$ cat src/rtl/machine_log_scheduler.sv
// Machine log scheduler: round-robin arbiter over four log sources feeding a
// record FIFO, drained by a three-state emitter that presents each record for
// one full cycle before strobing it into the logger with a rising log_tick.
module machine_log_scheduler #(
    parameter int DEPTH = 4
) (
    input  logic                   clock,
    input  logic                   reset_n,
    input  logic [3:0]             req,
    input  logic [3:0]             req_status,
    input  logic [15:0]            req_p2,
    input  logic [15:0]            req_p3,
    input  logic [15:0]            req_p4,
    output logic [3:0]             ack,
    output logic                   log_tick,
    output logic [1:0]             log_operator,
    output logic                   log_param1,
    output logic [3:0]             log_param2,
    output logic [3:0]             log_param3,
    output logic [3:0]             log_param4,
    output logic [$clog2(DEPTH):0] fifo_count,
    output logic                   busy
);

    localparam int AW = $clog2(DEPTH);
    localparam int CW = AW + 1;
    localparam int RW = 15;

    localparam logic [1:0] IDLE    = 2'd0;
    localparam logic [1:0] PRESENT = 2'd1;
    localparam logic [1:0] STROBE  = 2'd2;

    // Record layout: {operator[1:0], status, p2[3:0], p3[3:0], p4[3:0]}
    logic [RW-1:0] mem [DEPTH];
    logic [AW-1:0] wr_ptr;
    logic [AW-1:0] rd_ptr;
    logic [1:0]    state;
    logic [1:0]    last_grant;
    logic [1:0]    grant_idx;
    logic [1:0]    candidate;
    logic [3:0]    eligible;
    logic          grant_valid;
    logic          fifo_full;
    logic          fifo_empty;
    logic          push;
    logic          pop;
    logic [RW-1:0] wr_record;
    logic [RW-1:0] head_record;

    // FIFO status, push/pop decisions and the record assembled for the grantee
    always_comb begin
        fifo_full   = (fifo_count == CW'(DEPTH));
        fifo_empty  = (fifo_count == '0);
        eligible    = req & ~ack;
        push        = grant_valid && !fifo_full;
        pop         = !fifo_empty && ((state == IDLE) || (state == STROBE));
        wr_record   = {grant_idx,
                       req_status[grant_idx],
                       req_p2[{grant_idx, 2'b00} +: 4],
                       req_p3[{grant_idx, 2'b00} +: 4],
                       req_p4[{grant_idx, 2'b00} +: 4]};
        head_record = mem[rd_ptr];
        busy        = !fifo_empty || (state != IDLE);
    end

    // Round-robin search starting just after the previously granted source
    always_comb begin
        grant_valid = 1'b0;
        grant_idx   = last_grant;
        candidate   = last_grant;
        for (int k = 1; k <= 4; k++) begin
            candidate = last_grant + 2'(k);
            if (!grant_valid && eligible[candidate]) begin
                grant_valid = 1'b1;
                grant_idx   = candidate;
            end
        end
    end

    // Record storage; pointers alone define validity so no reset is needed here
    always_ff @(posedge clock) begin
        if (push) begin
            mem[wr_ptr] <= wr_record;
        end
    end

    // FIFO pointers and occupancy; pointers wrap naturally since DEPTH is a power of two
    always_ff @(posedge clock or negedge reset_n) begin
        if (!reset_n) begin
            wr_ptr     <= '0;
            rd_ptr     <= '0;
            fifo_count <= '0;
        end else begin
            if (push) begin
                wr_ptr <= wr_ptr + AW'(1);
            end
            if (pop) begin
                rd_ptr <= rd_ptr + AW'(1);
            end
            case ({push, pop})
                2'b10:   fifo_count <= fifo_count + CW'(1);
                2'b01:   fifo_count <= fifo_count - CW'(1);
                default: fifo_count <= fifo_count;
            endcase
        end
    end

    // Accept pulse for the granted source and round-robin history
    always_ff @(posedge clock or negedge reset_n) begin
        if (!reset_n) begin
            ack        <= 4'b0000;
            last_grant <= 2'd3;
        end else begin
            ack <= push ? (4'b0001 << grant_idx) : 4'b0000;
            if (push) begin
                last_grant <= grant_idx;
            end
        end
    end

    // Emitter: load record on PRESENT entry, raise log_tick in STROBE, then reload or idle
    always_ff @(posedge clock or negedge reset_n) begin
        if (!reset_n) begin
            state        <= IDLE;
            log_tick     <= 1'b0;
            log_operator <= 2'd0;
            log_param1   <= 1'b0;
            log_param2   <= 4'd0;
            log_param3   <= 4'd0;
            log_param4   <= 4'd0;
        end else begin
            case (state)
                IDLE: begin
                    log_tick <= 1'b0;
                    if (pop) begin
                        {log_operator, log_param1, log_param2, log_param3, log_param4} <= head_record;
                        state <= PRESENT;
                    end
                end
                PRESENT: begin
                    log_tick <= 1'b1;
                    state    <= STROBE;
                end
                STROBE: begin
                    log_tick <= 1'b0;
                    if (pop) begin
                        {log_operator, log_param1, log_param2, log_param3, log_param4} <= head_record;
                        state <= PRESENT;
                    end else begin
                        state <= IDLE;
                    end
                end
                default: begin
                    log_tick <= 1'b0;
                    state    <= IDLE;
                end
            endcase
        end
    end

endmodule

$ cat config.mk
export PLATFORM = sky130hd
export DESIGN_NAME = machine_log_scheduler
export DESIGN_NICKNAME = d
export VERILOG_FILES = /design/src/rtl/machine_log_scheduler.sv
export SDC_FILE = /design/constraint.sdc
export NUM_CORES = 1
export LEC_CHECK = 0
export BUFFER_PORTS_ARGS = -buffer_cell sky130_fd_sc_hd__buf_2
export CAP_MARGIN = 20
export CORE_AREA = 3 3 94 96
export CTS_BUF_LIST = sky130_fd_sc_hd__clkbuf_8
export DETAILED_ROUTE_END_ITERATION = 16
export DIE_AREA = 0 0 97 99
export PLACE_DENSITY = 0.74
export SLEW_MARGIN = 25
export SYNTH_ARGS = -nofsm -noshare
export SYNTH_HDL_FRONTEND = slang
export SYNTH_SLANG_ARGS = --single-unit
$ cat constraint.sdc
create_clock -name clock -period 2.1 [get_ports clock]
set_clock_uncertainty 0.05 [all_clocks]
set_input_delay 0.42 -clock clock [delete_from_list [all_inputs] [get_ports clock]]
set_output_delay 0.42 -clock clock [all_outputs]
set_load 0.03 [all_outputs]
### Word level (Yosys, flattened, before mapping)

Memory sizes are Yosys's and may differ from the RTL's. A register that Yosys moved wholly into a read port is not among the register bits.
Cells that the tools add are included.

| storage, ports and cells | value |
|---|---|
| memories kept | 1 |
| flip-flop bits (word level) | 16 |
| memory bits (writable) | 60 |
| input port bits | 58 |

Memories:

| name | words | bits a word | read ports | clocked after memory_dff | write ports | line | source |
|---|---|---|---|---|---|---|---|
| mem | 4 | 15 | 1 | 1 | 1 | 34 | `logic [RW-1:0] mem [DEPTH];` |

| operators by class | value |
|---|---|
| reductions and logical operators | 19 |
| shift operators | 4 |
| magnitude comparators | 5 |
| eq/ne operators | 6 |
| muxes and demuxes | 26 |
| bitwise operators | 2 |
| add/subtract/negate cells | 7 |

Operator list:

| cell | count |
|---|---|
| $shiftx A16 B5 Y4 | 3 |
| $lt A2 B3 Y1 const B | 5 |
| $mux W1 | 13 |
| $bmux W1 S2 | 5 |
| $mux W2 | 5 |
| $add A2 B1 Y2 const B | 3 |
| $logic_not A1 Y1 | 6 |
| $pmux W2 S3 | 1 |
| $pmux W3 S2 | 1 |
| $logic_and A1 B1 Y1 | 5 |
| $add A2 B2 Y2 const B | 2 |
| $and A4 B4 Y4 | 1 |
| $eq A2 B1 Y1 const B | 2 |
| $eq A2 B2 Y1 const B | 2 |
| $mux W4 | 1 |
| $not A4 Y4 | 1 |
| $reduce_bool A2 Y1 | 2 |
| $shl A1 B2 Y4 const A | 1 |
| $add A3 B1 Y3 const B | 1 |
| $eq A3 B3 Y1 const B | 1 |
| $logic_not A3 Y1 | 1 |
| $sub A3 B1 Y3 const B | 1 |
| $logic_not A2 Y1 | 1 |
| $logic_or A1 B1 Y1 | 2 |
| other kinds (3) | 3 |

### Longest topological paths before layout

| logic depth | value |
|---|---|
| depth after elaboration | 17 |
| depth in mapped cells | 10 |
| mapped depth without buffers | 9 |

### Worst setup path after synthesis

No wires, ideal clock.

| timing | value |
|---|---|
| path kind | register to register |
| start point | register ack[2] |
| end point | register fifo_count[2] |
| setup slack | -0.332 ns |
| period minus slack after synthesis | 2.432 ns |
| data required time | 1.913 ns |
| path buffers | 1 |
| cell stages (with the launch flop) | 11 |
| data arrival time | 2.246 ns |
| cell sequence | dfrtp_1 > and2b_1 > nor2_1 > a32oi_1 > buf_4 > inv_1 > ha_1 > fa_1 > xnor2_1 > nor2_1 > xor2_1 |

| on the way | value |
|---|---|
| cells in the longest elaborated chain, start to end | 17 |

RTL lines:

| what | line | source |
|---|---|---|
| from (decl) | 14 | `output logic [3:0] ack,` |
| from (signal assigned) | 114 | `ack <= push ? (4'b0001 << grant_idx) : 4'b0000;` |
| $not A4 Y4 (*) | 54 | `eligible = req & ~ack;` |
| $and A4 B4 Y4 (*) | 54 |  |
| $bmux W1 S2 | 73 | `if (!grant_valid && eligible[candidate]) begin` |
| $mux W1 (implied by the code) | 73 |  |
| $mux W1 | 73 |  |
| $logic_not A1 Y1 | 73 |  |
| $logic_and A1 B1 Y1 | 73 |  |
| $mux W1 | 73 |  |
| $logic_not A1 Y1 | 73 |  |
| $logic_and A1 B1 Y1 | 73 |  |
| $mux W1 | 73 |  |
| $logic_not A1 Y1 | 73 |  |
| $logic_and A1 B1 Y1 | 73 |  |
| $mux W1 (*) | 73 |  |
| $logic_and A1 B1 Y1 (*) | 55 | `push = grant_valid && !fifo_full;` |
| $eq A2 B1 Y1 / $eq A2 B2 Y1 (equally long branches) | 100 | `case ({push, pop})` |
| $pmux W3 S2 / $reduce_bool A2 Y1 (equally long branches) | n/a |  |
| to (signal assigned) | 101 | `2'b10: fifo_count <= fifo_count + CW'(1);` |
| to (signal assigned) | 102 | `2'b01: fifo_count <= fifo_count - CW'(1);` |
| to (signal assigned) | 103 | `default: fifo_count <= fifo_count;` |
| to (decl) | 21 | `output logic [$clog2(DEPTH):0] fifo_count,` |

Mark *: on every way between the ends. The rest lies on a longest branch, timed or not. The select of a mux whose other input is x is not followed.
A chain may end at the register's enable or synchronous reset.

### Final worst setup path

Ends and elaborated chain as after synthesis.

==> load_flow_metrics.sql <==
INSERT INTO impl_metrics (metric_group, metric, value, unit) VALUES
('job', 'maxCapViolCount', '0', ''),
('yosys', 'synthTopCellsByArea', 'sky130_fd_sc_hd__edfxtp_1 44%, sky130_fd_sc_hd__dfrtp_1 18%, sky130_fd_sc_hd__mux2i_1 9.6%, sky130_fd_sc_hd__mux4_1 4.5%, sky130_fd_sc_hd__mux4_2 4.4%', ''),
('clock_tree', 'later_pin_clock_latency_in_the_skew_report', '350', 'ps'),
('power', 'clock_power_share', '14.1', '%'),
('hold_path', 'worst_hold_path_type', 'flip-flop to flip-flop', ''),
('cells_and_area', 'flow.area_growth_from_synthesis', '22.7', '%'),
('route', 'drcViolationCount', '0', ''),
('sta', 'grt_setup_unrepaired', 'true', ''),
('route', 'via_density_per_instance', '5.15', ''),
('floorplan', 'fp.dieW', '97', 'um'),
('grt', 'gr-usage-all-layers', '16.4', '%'),
('cells_and_area', 'ff_latch_area', '0.00259', 'mm^2'),
('floorplan', 'core_area', '0.00813', 'mm^2'),
('placement', 'worst_setup_slack_post_dpl', '-0.123', 'ps'),
('clock_tree', 'cts_htree_levels', '3', ''),
('sta', 'min_period_over_period', '97.1', '%'),
('cells_and_area', 'antennaDiodeCount', '0', ''),
('clock_tree', 'clkSlewWorstSetupHoldPaths', '80', 'ps'),
('route', 'drt-initial-drc-count', '129', ''),
('power', 'p_int', '5.79', 'mW'),
('worst_setup_path', 'worst_setup_path_end_kind', 'flip-flop', ''),
('cells_and_area', 'design_area', '0.00497', 'mm^2'),
('floorplan', 'die_span_in_y', '99', 'um'),
('yosys', 'postSynthRegisterBits', '91', ''),
('power', 'netsw', '3.08', 'mW'),
('grt', 'grt_pass1_wl', '12.1', 'mm'),
('power', 'irDropWorstVdd', '0.000910', 'V'),
('clock_tree', 'cts-buffers-inserted', '9', ''),
('yosys', 'mappedNetlistArea', '0.00406', 'mm^2'),
('power', 'power_frac_seq', '39.3', '%'),
('yosys', 'synth_top_area_cell', 'sky130_fd_sc_hd__edfxtp_1', ''),
('clock_tree', 'tritoncts_clock_tree', 'built', ''),
('yosys', 'yosysWarnings', '0', ''),
('grt', 'grt_pass1_vias', '2329', ''),
('sta', 'timing.final.crit_period', '2040', 'ps'),
('yosys', 'ys_seq_area_share', '63.6', '%'),
('yosys', 'synth_edf_count', '60', ''),
('worst_setup_path', 'critical_path_arrival', '2230', 'ps'),
('worst_setup_path', 'startpoint_of_the_lowest_slack_register_to_register_path', 'ack[2]$_DFF_PN0_', ''),
('yosys', 'top_cells_by_count_synth', '60 x sky130_fd_sc_hd__edfxtp_1, 39 x sky130_fd_sc_hd__mux2i_1, 29 x sky130_fd_sc_hd__dfrtp_1', ''),
('floorplan', 'io-pin-count', '82', ''),
('sta', 'worst_slack', '59.9', 'ps'),
('cells_and_area', 'post_route_cells_drive_above_1_share', '47.8', '%'),
('clock_tree', 'clk_path_buf_depth', '2', ''),
('run_status', 'run_status', 'finished clean', ''),
('sta', 'slew_headroom', '73.1', '%'),
('yosys', 'ys_dominant_reg_cell', 'sky130_fd_sc_hd__edfxtp_1', ''),
('sta', 'final-setup-viol-count', '0', ''),
('grt', 'initial_antenna_violation_count', '0', ''),
('clock_tree', 'clock_sink_count', '91', ''),
('route', 'postRouteWirelength', '7.35', 'mm'),
('yosys', 'post_synth_inst_count', '230', ''),
('route', 'vias', '2264', ''),
('floorplan', 'fp.dieArea', '0.00960', 'mm^2'),
('worst_setup_path', 'cp_max_fo', '3', ''),
('sta', 'timing_hold_violations_final', '0', ''),
('yosys', 'synth_area_per_cell', '17.6', 'um^2'),
('cells_and_area', 'final-instance-count-excl-fill', '440', ''),
('cells_and_area', 'fillerInstances', '591', ''),
('route', 'postRouteAntennaNets', '0', ''),
('placement', 'finalWeightedCongestion', '0.794', ''),
('yosys', 'most_used_standard_cell_by_instance_count_after_synthesis', 'sky130_fd_sc_hd__edfxtp_1', ''),
('yosys', 'synth.net_count', '294', ''),
('placement', 'placed_cells_incl_taps', '423', ''),
('sta', 'fmaxAchievable', '490', 'MHz'),
('hold_path', 'min_from', 'state[1]$_DFFE_PN0P_', ''),
('cells_and_area', 'multiInputGateArea', '0.00140', 'mm^2'),
('power', 'power.total', '8.87', 'mW'),
('power', 'comb_power_share', '46.6', '%'),
('power', 'total_leakage_power', '2.09', 'nW'),
('worst_setup_path', 'setup_crit_start_kind', 'flip-flop', '');
-- cells in the final DEF, fill, tap and decap left out, types with 5 or more instances in the layout --
master and n:
sky130_fd_sc_hd__buf_4 13, sky130_fd_sc_hd__mux4_1 7, sky130_fd_sc_hd__nand2_1 6, sky130_fd_sc_hd__mux4_2 8
sky130_fd_sc_hd__dfrtp_2 5, sky130_fd_sc_hd__nor2b_1 5, sky130_fd_sc_hd__nor2_1 7, sky130_fd_sc_hd__dfrtp_1 24
sky130_fd_sc_hd__mux2_2 12, sky130_fd_sc_hd__buf_2 81, sky130_fd_sc_hd__edfxtp_1 60, sky130_fd_sc_hd__mux2_4 5
sky130_fd_sc_hd__mux2i_1 38, sky130_fd_sc_hd__clkbuf_8 9, sky130_fd_sc_hd__buf_12 6
-- kinds of logic (layout without fill, tap and decap cells) --
logic type      count (synthesis)  after routing  share of synthesized area [%]
compound gates                  7              7                           1.36
mux                            72             72                           24.3
flops                          91             91                           63.6
buf+inv                        14            119                           2.81
simple gates                   34             34                           4.63
xor+xnor                        6              6                           1.30
fa+ha+maj                       6              6                           2.04
-- worst paths after layout --
| check | slack, ps | end | cells past startpoint |
|---|---|---|---|
| setup / recovery | 60 | fifo_count[2]$_DFFE_PN0P_ | 9 |
| hold / removal | 430 | log_tick$_DFF_PN0_ | 1 |
| hold reg to reg | 430 | log_tick$_DFF_PN0_ | 1 |
| max in group asynchronous | 1010 | fifo_count[1]$_DFFE_PN0P_ | 3 |
| min in group asynchronous | 460 | log_operator[1]$_DFFE_PN0P_ | 2 |
| setup reg to reg | 60 | fifo_count[2]$_DFFE_PN0P_ | 9 |
-- registers in the layout, summed over array words and instances, names as in the netlist --
signal        count
last_grant        2
log_operator      2
mem              60
ack               4
log_param1        1
wr_ptr            2
log_param3        4
state             2
log_param4        4
rd_ptr            2
log_tick          1
log_param2        4
fifo_count        3
-- per-layer routing --
layer / GRT usage, % / vias up / routed length, um
met5: 0 / - / 0
met4: 7.13 / 0 / 143
met3: 2.41 / 9 / 195
met2: 28.1 / 44 / 3860
met1: 20.8 / 1129 / 3150
li1: - / 1082 / -
-- power by group through the flow --
stage | Sequential, mW | Clock [mW] | Combinational [mW]
after floorplan | 3.86 | 0 | 2.61
after global placement | 3.48 | 0 | 4.03
after detailed placement | 3.53 | 0 | 4.12
after CTS | 3.50 | 1.29 | 4.14
after global routing | 3.58 | 1.35 | 4.50
final | 3.49 | 1.25 | 4.13
-- repair_timing --
| action | CTS | global route |
|---|---|---|
| resized for setup | 0 | 3 |
| endpoints found under the setup margin | 0 | 6 |
| endpoints found under the hold margin | 10 | 0 |
| hold buffers | 1 | 0 |
| setup buffers | 0 | 1 |
-- area by class of cell --
cell class	instances	share of cell area (%)
Tap cell	105	2.64
Multi-Input combinational cell	125	28.1
Sequential cell	91	52.0
Timing Repair Buffer	101	12.7
Clock inverter	6	1.79
Inverter	3	0.277
Clock buffer	9	2.49
-- worst max-delay path, stage by stage (launching register included) --
cell and delay (ps):
sky130_fd_sc_hd__dfrtp_2 400, sky130_fd_sc_hd__and2b_2 250, sky130_fd_sc_hd__nor2_2 50, sky130_fd_sc_hd__a32oi_2 280, sky130_fd_sc_hd__inv_4 60, sky130_fd_sc_hd__ha_4 170
sky130_fd_sc_hd__fa_2 330, sky130_fd_sc_hd__xnor2_1 150, sky130_fd_sc_hd__nor2_1 60, sky130_fd_sc_hd__xor2_1 130
-- per-stage QoR --
stage | util, % | setup TNS (ps)
after global placement | 58.2 | 0
after detailed placement | 58.2 | -0.123
after floorplan | - | -159
after global routing | 61.2 | -51.2
final | 61.2 | 0
after CTS | 61.0 | 0
Power figures use the tool's default switching activity.
